==> src/rtl/rect_fill_engine.sv <==
// Rectangle fill engine: scans an inclusive corner box column-fastest, issuing one pixel write per cycle.
// Optional RECT_FILL_CLIP_EN clips out-of-range corners; without it they are rejected with an err pulse.
module rect_fill_engine #(
   parameter int COLS = 240,
   parameter int ROWS = 320
) (
   input  logic        CLK_I,
   input  logic        RST_I,
   input  logic        cmdValid,
   output logic        cmdReady,
   input  logic [7:0]  x0,
   input  logic [7:0]  x1,
   input  logic [8:0]  y0,
   input  logic [8:0]  y1,
   input  logic [15:0] color,
   output logic        memWe,
   output logic [16:0] memAddr,
   output logic [15:0] memData,
   input  logic        memStall,
   output logic        busy,
   output logic        done,
   output logic        err
);

   // state | meaning
   // IDLE  | waiting for a command, cmdReady high
   // SETUP | computing rowBase for the first row
   // FILL  | one write per unstalled cycle, column-fastest
   // DONE  | one-cycle done (or err for a rejected command)
   typedef enum logic [1:0] {IDLE, SETUP, FILL, DONE} stateT;

   localparam logic [7:0]  X_LAST   = 8'(COLS - 1);
   localparam logic [8:0]  Y_LAST   = 9'(ROWS - 1);
   localparam logic [16:0] ROW_STEP = 17'(COLS);

   stateT       state, stateNext;
   logic [7:0]  xStart, xEnd, xCur;
   logic [8:0]  yStart, yEnd, yCur;
   logic [16:0] rowBase;
   logic [15:0] colorReg;
   logic        rejFlag;

   logic [7:0]  xLo, xHi, xHiEff;
   logic [8:0]  yLo, yHi, yHiEff;
   logic        cmdReject, cmdEmpty;
   logic        lastCol, lastRow;

   // Constant multiply by COLS expanded into shifted adds of y.
   function automatic logic [16:0] mulCols(input logic [8:0] y);
      logic [16:0] acc;
      acc = '0;
      for (int i = 0; i < 17; i++) begin
         if (ROW_STEP[i]) acc = acc + (17'(y) << i);
      end
      return acc;
   endfunction

   always_comb begin
      xLo = (x0 > x1) ? x1 : x0;
      xHi = (x0 > x1) ? x0 : x1;
      yLo = (y0 > y1) ? y1 : y0;
      yHi = (y0 > y1) ? y0 : y1;
`ifdef RECT_FILL_CLIP_EN
      cmdReject = 1'b0;
      cmdEmpty  = (xLo > X_LAST) || (yLo > Y_LAST);
      xHiEff    = (xHi > X_LAST) ? X_LAST : xHi;
      yHiEff    = (yHi > Y_LAST) ? Y_LAST : yHi;
`else
      cmdReject = (x0 > X_LAST) || (x1 > X_LAST) || (y0 > Y_LAST) || (y1 > Y_LAST);
      cmdEmpty  = 1'b0;
      xHiEff    = xHi;
      yHiEff    = yHi;
`endif
   end

   assign lastCol = (xCur == xEnd);
   assign lastRow = (yCur == yEnd);

   always_ff @(posedge CLK_I) begin
      if (RST_I) state <= IDLE;
      else       state <= stateNext;
   end

   always_comb begin
      stateNext = state;
      cmdReady  = 1'b0;
      memWe     = 1'b0;
      memAddr   = '0;
      memData   = '0;
      busy      = 1'b1;
      done      = 1'b0;
      err       = 1'b0;
      case (state)
         IDLE: begin
            cmdReady = 1'b1;
            busy     = 1'b0;
            if (cmdValid) stateNext = (cmdReject || cmdEmpty) ? DONE : SETUP;
         end
         SETUP: stateNext = FILL;
         FILL: begin
            memWe   = 1'b1;
            memAddr = rowBase + 17'(xCur);
            memData = colorReg;
            if (!memStall && lastCol && lastRow) stateNext = DONE;
         end
         DONE: begin
            done      = !rejFlag;
            err       = rejFlag;
            stateNext = IDLE;
         end
         default: stateNext = IDLE;
      endcase
   end

   always_ff @(posedge CLK_I) begin
      if (RST_I) begin
         xStart   <= '0;
         xEnd     <= '0;
         xCur     <= '0;
         yStart   <= '0;
         yEnd     <= '0;
         yCur     <= '0;
         rowBase  <= '0;
         colorReg <= '0;
         rejFlag  <= 1'b0;
      end else begin
         case (state)
            IDLE: begin
               if (cmdValid) begin
                  xStart   <= xLo;
                  xEnd     <= xHiEff;
                  yStart   <= yLo;
                  yEnd     <= yHiEff;
                  colorReg <= color;
                  rejFlag  <= cmdReject;
               end
            end
            SETUP: begin
               rowBase <= mulCols(yStart);
               xCur    <= xStart;
               yCur    <= yStart;
            end
            FILL: begin
               if (!memStall) begin
                  if (lastCol) begin
                     xCur <= xStart;
                     if (!lastRow) begin
                        yCur    <= yCur + 9'd1;
                        rowBase <= rowBase + ROW_STEP;
                     end
                  end else begin
                     xCur <= xCur + 8'd1;
                  end
               end
            end
            default: ;
         endcase
      end
   end

endmodule

==> config.mk <==
export PLATFORM = sky130hd
export DESIGN_NAME = rect_fill_engine
export DESIGN_NICKNAME = d
export VERILOG_FILES = /design/src/rtl/rect_fill_engine.sv
export SDC_FILE = /design/constraint.sdc
export NUM_CORES = 1
export LEC_CHECK = 0
export ABC_AREA = 1
export CORE_MARGIN = 4
export CORE_UTILIZATION = 56
export DETAILED_ROUTE_END_ITERATION = 12
export PLACE_DENSITY = 0.79
export SETUP_SLACK_MARGIN = 0.5
export SYNTH_ARGS = -nofsm -noshare
export SYNTH_HDL_FRONTEND = slang
export SYNTH_SLANG_ARGS = --single-unit
==> constraint.sdc <==
create_clock -name CLK_I -period 4.1 [get_ports CLK_I]
set_input_delay 0.41 -clock CLK_I [delete_from_list [all_inputs] [get_ports CLK_I]]
set_output_delay 0.41 -clock CLK_I [all_outputs]
set_load 0.05 [all_outputs]
==> summary.txt <==
Logic synthesis
  • Number of distinct standard cells referenced by the synthesized netlist: 46
  • Largest cells by area after synthesis: sky130_fd_sc_hd__dfxtp_1, sky130_fd_sc_hd__nand2_1, sky130_fd_sc_hd__ha_1
  • Adder-cell area share of the yosys netlist: approximately 11%
  • Sequential cell area fraction in the yosys report: roughly 25%
  • Area fraction in and, or, nand and nor cells after synthesis: 33.0%
  • Synth Cell Area: 0.00663 mm2
  • Dominant combinational cell family by area after synthesis: simple AND/OR/NAND/NOR gates
  • Top cell type by total area after synthesis: sky130_fd_sc_hd__dfxtp_1
  • FFs w/ async S/R, synth: 0%
  • Top cell type's share of synthesized area: 25.1%
  • Per-instance average area after synthesis: between 6 and 7 um2
  • Synth Net Count: ~1200
  • Post-synth EDFFs: 0
  • Count of warnings emitted by yosys: 0
  • Leading post-synthesis cells by instance count: sky130_fd_sc_hd__nand2_1, sky130_fd_sc_hd__inv_1, sky130_fd_sc_hd__nor2_1
  • Synth Area in XOR/XNOR: under 10%
  • Dominant register cell in the synthesized netlist: sky130_fd_sc_hd__dfxtp_1
  • Number of register bits inferred by synthesis: slightly above 80
  • Proportion of synthesized area in mux cells: 0%
  • Synthesized instance count: about 1100
  • Most repeated cell in the gate-level netlist after synthesis: sky130_fd_sc_hd__nand2_1
  • Complex-gate fraction of the synthesized area: 14.1%

Die
  • Die ar.: 0.0136 mm2
  • Placeable core region: around 0.012 mm2
  • Die X-Extent: about 120 um
  • Std-Cell Rows: 39
  • Number of placed I/O pins: a little over 90
  • DIE HEIGHT: approximately 120 um
  • Starting Density: between 50% and 60%

Finish
  • Post-Layout Cell Count: approximately 1300
  • Summed area of non-filler cells in the final layout: 0.00817 mm2
  • Filler cell count: a little under 1000
  • Layout overhead on the synthesized area: 23.1%
  • Number of antenna repair diodes: 0
  • Number of nets in the layout: approximately 1300
  • Layout cells sized above 1: between 7 and 8%

CTS
  • Clock input transition at the sequential cells of the worst setup and hold paths: 0.06 ns
  • H-tree depth: 3
  • Source-to-sink clock delay at the later pin of the worst-skew pair: 0.34 ns
  • Number of buffers inserted during clock tree synthesis: 9
  • Buffer type at the clock tree root: sky130_fd_sc_hd__clkbuf_16
  • Num Clock Sinks: just over 80
  • Hold-fix buffer count after cts: 0
  • TritonCTS clock tree: done
  • Worst-case clock buffer depth: 2

Placement
  • Worst setup timing slack at the placement stage: 0.238 ns
  • HPWL Detailed: ~12000 um
  • GPL Wtd Cong: roughly 0.87
  • Count of port buffers added during placement: 91
  • Number of placed instances, taps included: between 1000 and 1500
  • Post-detailed-placement cell area: ~0.0076 mm2

Routing
  • Number of nets with antenna violations after detailed routing: 0
  • Wire length per cell: approximately 13 um
  • Final wirelength: around 17000 um
  • Number of detailed-route iterations in the first pass: 6
  • Detail-routed via count per cell: between 5 and 6
  • Drt drc: 0
  • Total via count after detailed routing: approximately 6800
  • Violation count after the first detailed-route iteration: 546

Critical path
  • Cell depth of the worst flop-to-flop path: 23
  • Worst-path maximum fanout: 6
  • WP data arrival: 3.86 ns
  • FF-to-FF setup slack: 0.51 ns
  • Cell mode on critical path: sky130_fd_sc_hd__a21oi_2
  • Crit path capture type: flip-flop
  • Worst path slowest cell: sky130_fd_sc_hd__dfxtp_4
  • Startpoint of the most critical register-to-register path: yStart[3]
  • Biggest cell delay along the critical path: 0.37 ns
  • CP Cell Sequence: ha_4 -> a21oi_2 -> nand2_2 -> a21o_1 -> a21oi_2 -> xor2_1 -> inv_1 -> ha_4 -> a21oi_2 -> nand2_1 -> a21oi_2 -> o21ai_1 -> xor2_1 -> inv_1 -> ha_4 -> inv_2 -> o21bai_4 -> nand3_2 -> nand2_1 -> nor2_1 -> a22oi_1 -> nor2_1 -> nor2_1
  • End of the worst register-to-register path: rowBase[16]
  • Required time of the worst setup path: approximately 4.4 ns
  • Startpoint type of the worst setup path: flip-flop
  • Kind of cell adding the most delay to the critical path: compound AO/OA/AOI/OAI gates
  • Type of the setup path with the least slack: reg -> reg
  • WP buf/inv: 3

Hold path
  • Kind of path behind the tightest hold check: reg -> reg
  • Start point of the worst hold path: yEnd[7]
  • Worst hold path stage count: 2
  • Worst hold endpoint: yEnd[7]

STA
  • Period Utilization, post-route: 87.6%
  • Relative slew slack: roughly 45%
  • Post-route worst hold slack: 0.480 ns
  • Crit path setup slack, layout: between 0.5 and 0.6 ns
  • Clock period minus final worst setup slack: 3.59 ns
  • Worst clock skew: ~0.0067 ns
  • Fmax achieved: approximately 0.28 GHz
  • Setup repair after global routing missed its margin: yes
  • Final Slew Violations: 0
  • TNS Setup: 0 ns
  • Number of failing setup endpoints in the final timing report: 0
  • Transition time at the pin with the least slew margin: roughly 0.82 ns
  • Number of endpoints with negative hold slack in the final report: 0

Global routing
  • Number of global-route vias before repair: 5958
  • Maximum number of pins on one net before global-route repair: 44
  • Remaining global-route overflow: 0
  • GRT Total Usage: roughly 24%
  • First-pass GRT wire length: 27100 um
  • Number of antenna violations at the first check in global routing: 0

Power and ir drop
  • Power density relative to cell area: about 660 mW/mm2
  • Static Leak: approximately 0.0041 uW
  • Max IR drop VDD: about 0.00031 V

Outcome
  • Run status: finished, final reports clean

Flow run
  • Count of max-cap constraint violations: 0
-- worst max path at each step --
stage	start	to	slack (ns)	depth (start not counted)
after CTS	yStart[2]	rowBase[16]	0.49	23
after floorplan	yStart[1]	rowBase[15]	0.56	21
final	yStart[3]	rowBase[16]	0.51	23
after global placement	yStart[2]	rowBase[15]	0.35	23
after detailed placement	yStart[2]	rowBase[16]	0.24	23
after global routing	yStart[1]	rowBase[13]	0.21	23
-- tightest hold or removal path, cell delays in order (launching register included) --
cell and delay, ns:
sky130_fd_sc_hd__dfxtp_1 0.32, sky130_fd_sc_hd__nand2_1 0.06, sky130_fd_sc_hd__a21oi_1 0.06
-- layout make-up --
cell class	instances	area, um2	area share, %
Sequential cell	83	1680	20.6
Clock inverter	5	61.3	0.751
Multi-Input combinational cell	792	4370	53.5
Timing Repair Buffer	111	1070	13.1
Inverter	151	567	6.94
Clock buffer	11	243	2.97
Tap cell	143	179	2.19
-- through the flow --
stage | power (uW) | util [%]
after floorplan | 3670 | -
after global placement | 4280 | 65.9
after detailed placement | 4330 | 65.9
after CTS | 5210 | 69.1
after global routing | 5870 | 70.9
final | 5370 | 70.9
-- report_power, final --
| part | total [uW] | switching (uW) | internal (uW) |
|---|---|---|---|
| sequential | 1360 | 277 | 1080 |
| combinational | 3190 | 2020 | 1160 |
| clock | 827 | 335 | 492 |
| total | 5370 | 2630 | 2740 |
-- metal layers --
metal | GRT usage [%] | routed length [um]
met4 | 7.80 | 283
met2 | 39.1 | 7680
met5 | 0 | 0
met1 | 33.7 | 7870
met3 | 2.42 | 967
-- cells in the final DEF, fill, tap and decap left out, types with 4 or more instances in the layout --
master | Yosys | routed
sky130_fd_sc_hd__a21oi_1 | 84 | 77
sky130_fd_sc_hd__a21oi_2 | 1 | 8
sky130_fd_sc_hd__buf_4 | 2 | 20
sky130_fd_sc_hd__clkbuf_16 | 0 | 9
sky130_fd_sc_hd__clkdlybuf4s50_1 | 0 | 88
sky130_fd_sc_hd__dfxtp_1 | 83 | 75
sky130_fd_sc_hd__dfxtp_2 | 0 | 5
sky130_fd_sc_hd__ha_1 | 56 | 46
sky130_fd_sc_hd__ha_2 | 0 | 4
sky130_fd_sc_hd__ha_4 | 0 | 6
sky130_fd_sc_hd__inv_1 | 149 | 146
sky130_fd_sc_hd__inv_2 | 1 | 4
sky130_fd_sc_hd__nand2_1 | 266 | 262
sky130_fd_sc_hd__nand2_2 | 2 | 5
sky130_fd_sc_hd__nand3_1 | 98 | 95
sky130_fd_sc_hd__nand3_2 | 1 | 4
sky130_fd_sc_hd__nand4_1 | 11 | 11
sky130_fd_sc_hd__nor2_1 | 134 | 133
sky130_fd_sc_hd__nor3_1 | 10 | 8
sky130_fd_sc_hd__o211ai_1 | 4 | 4
sky130_fd_sc_hd__o21ai_0 | 59 | 56
sky130_fd_sc_hd__o31ai_1 | 5 | 5
sky130_fd_sc_hd__xnor2_1 | 19 | 19
sky130_fd_sc_hd__xor2_1 | 14 | 14
-- state kept, by name, summed over array words and instances, names as in the netlist --
| name | flops |
|---|---|
| colorReg | 16 |
| yStart | 9 |
| xEnd | 8 |
| state | 2 |
| yEnd | 9 |
| xStart | 8 |
| rowBase | 13 |
| xCur | 8 |
| yCur | 9 |
| rejFlag | 1 |
-- cells by family (layout without fill, tap and decap cells) --
family / Yosys count / count (layout)
adder cells (fa/ha/maj): 59 / 59
XOR/XNOR: 34 / 34
flip-flops: 83 / 83
buffers and inverters: 194 / 278
AO/OA/AOI/OAI: 171 / 171
AND/OR/NAND/NOR: 528 / 528
-- timing repair --
item	CTS	global route
pin swaps	4	29
setup buffers	2	7
setup endpoints to repair	5	9
resized for setup	13	43
Power figures use the tool's default switching activity.
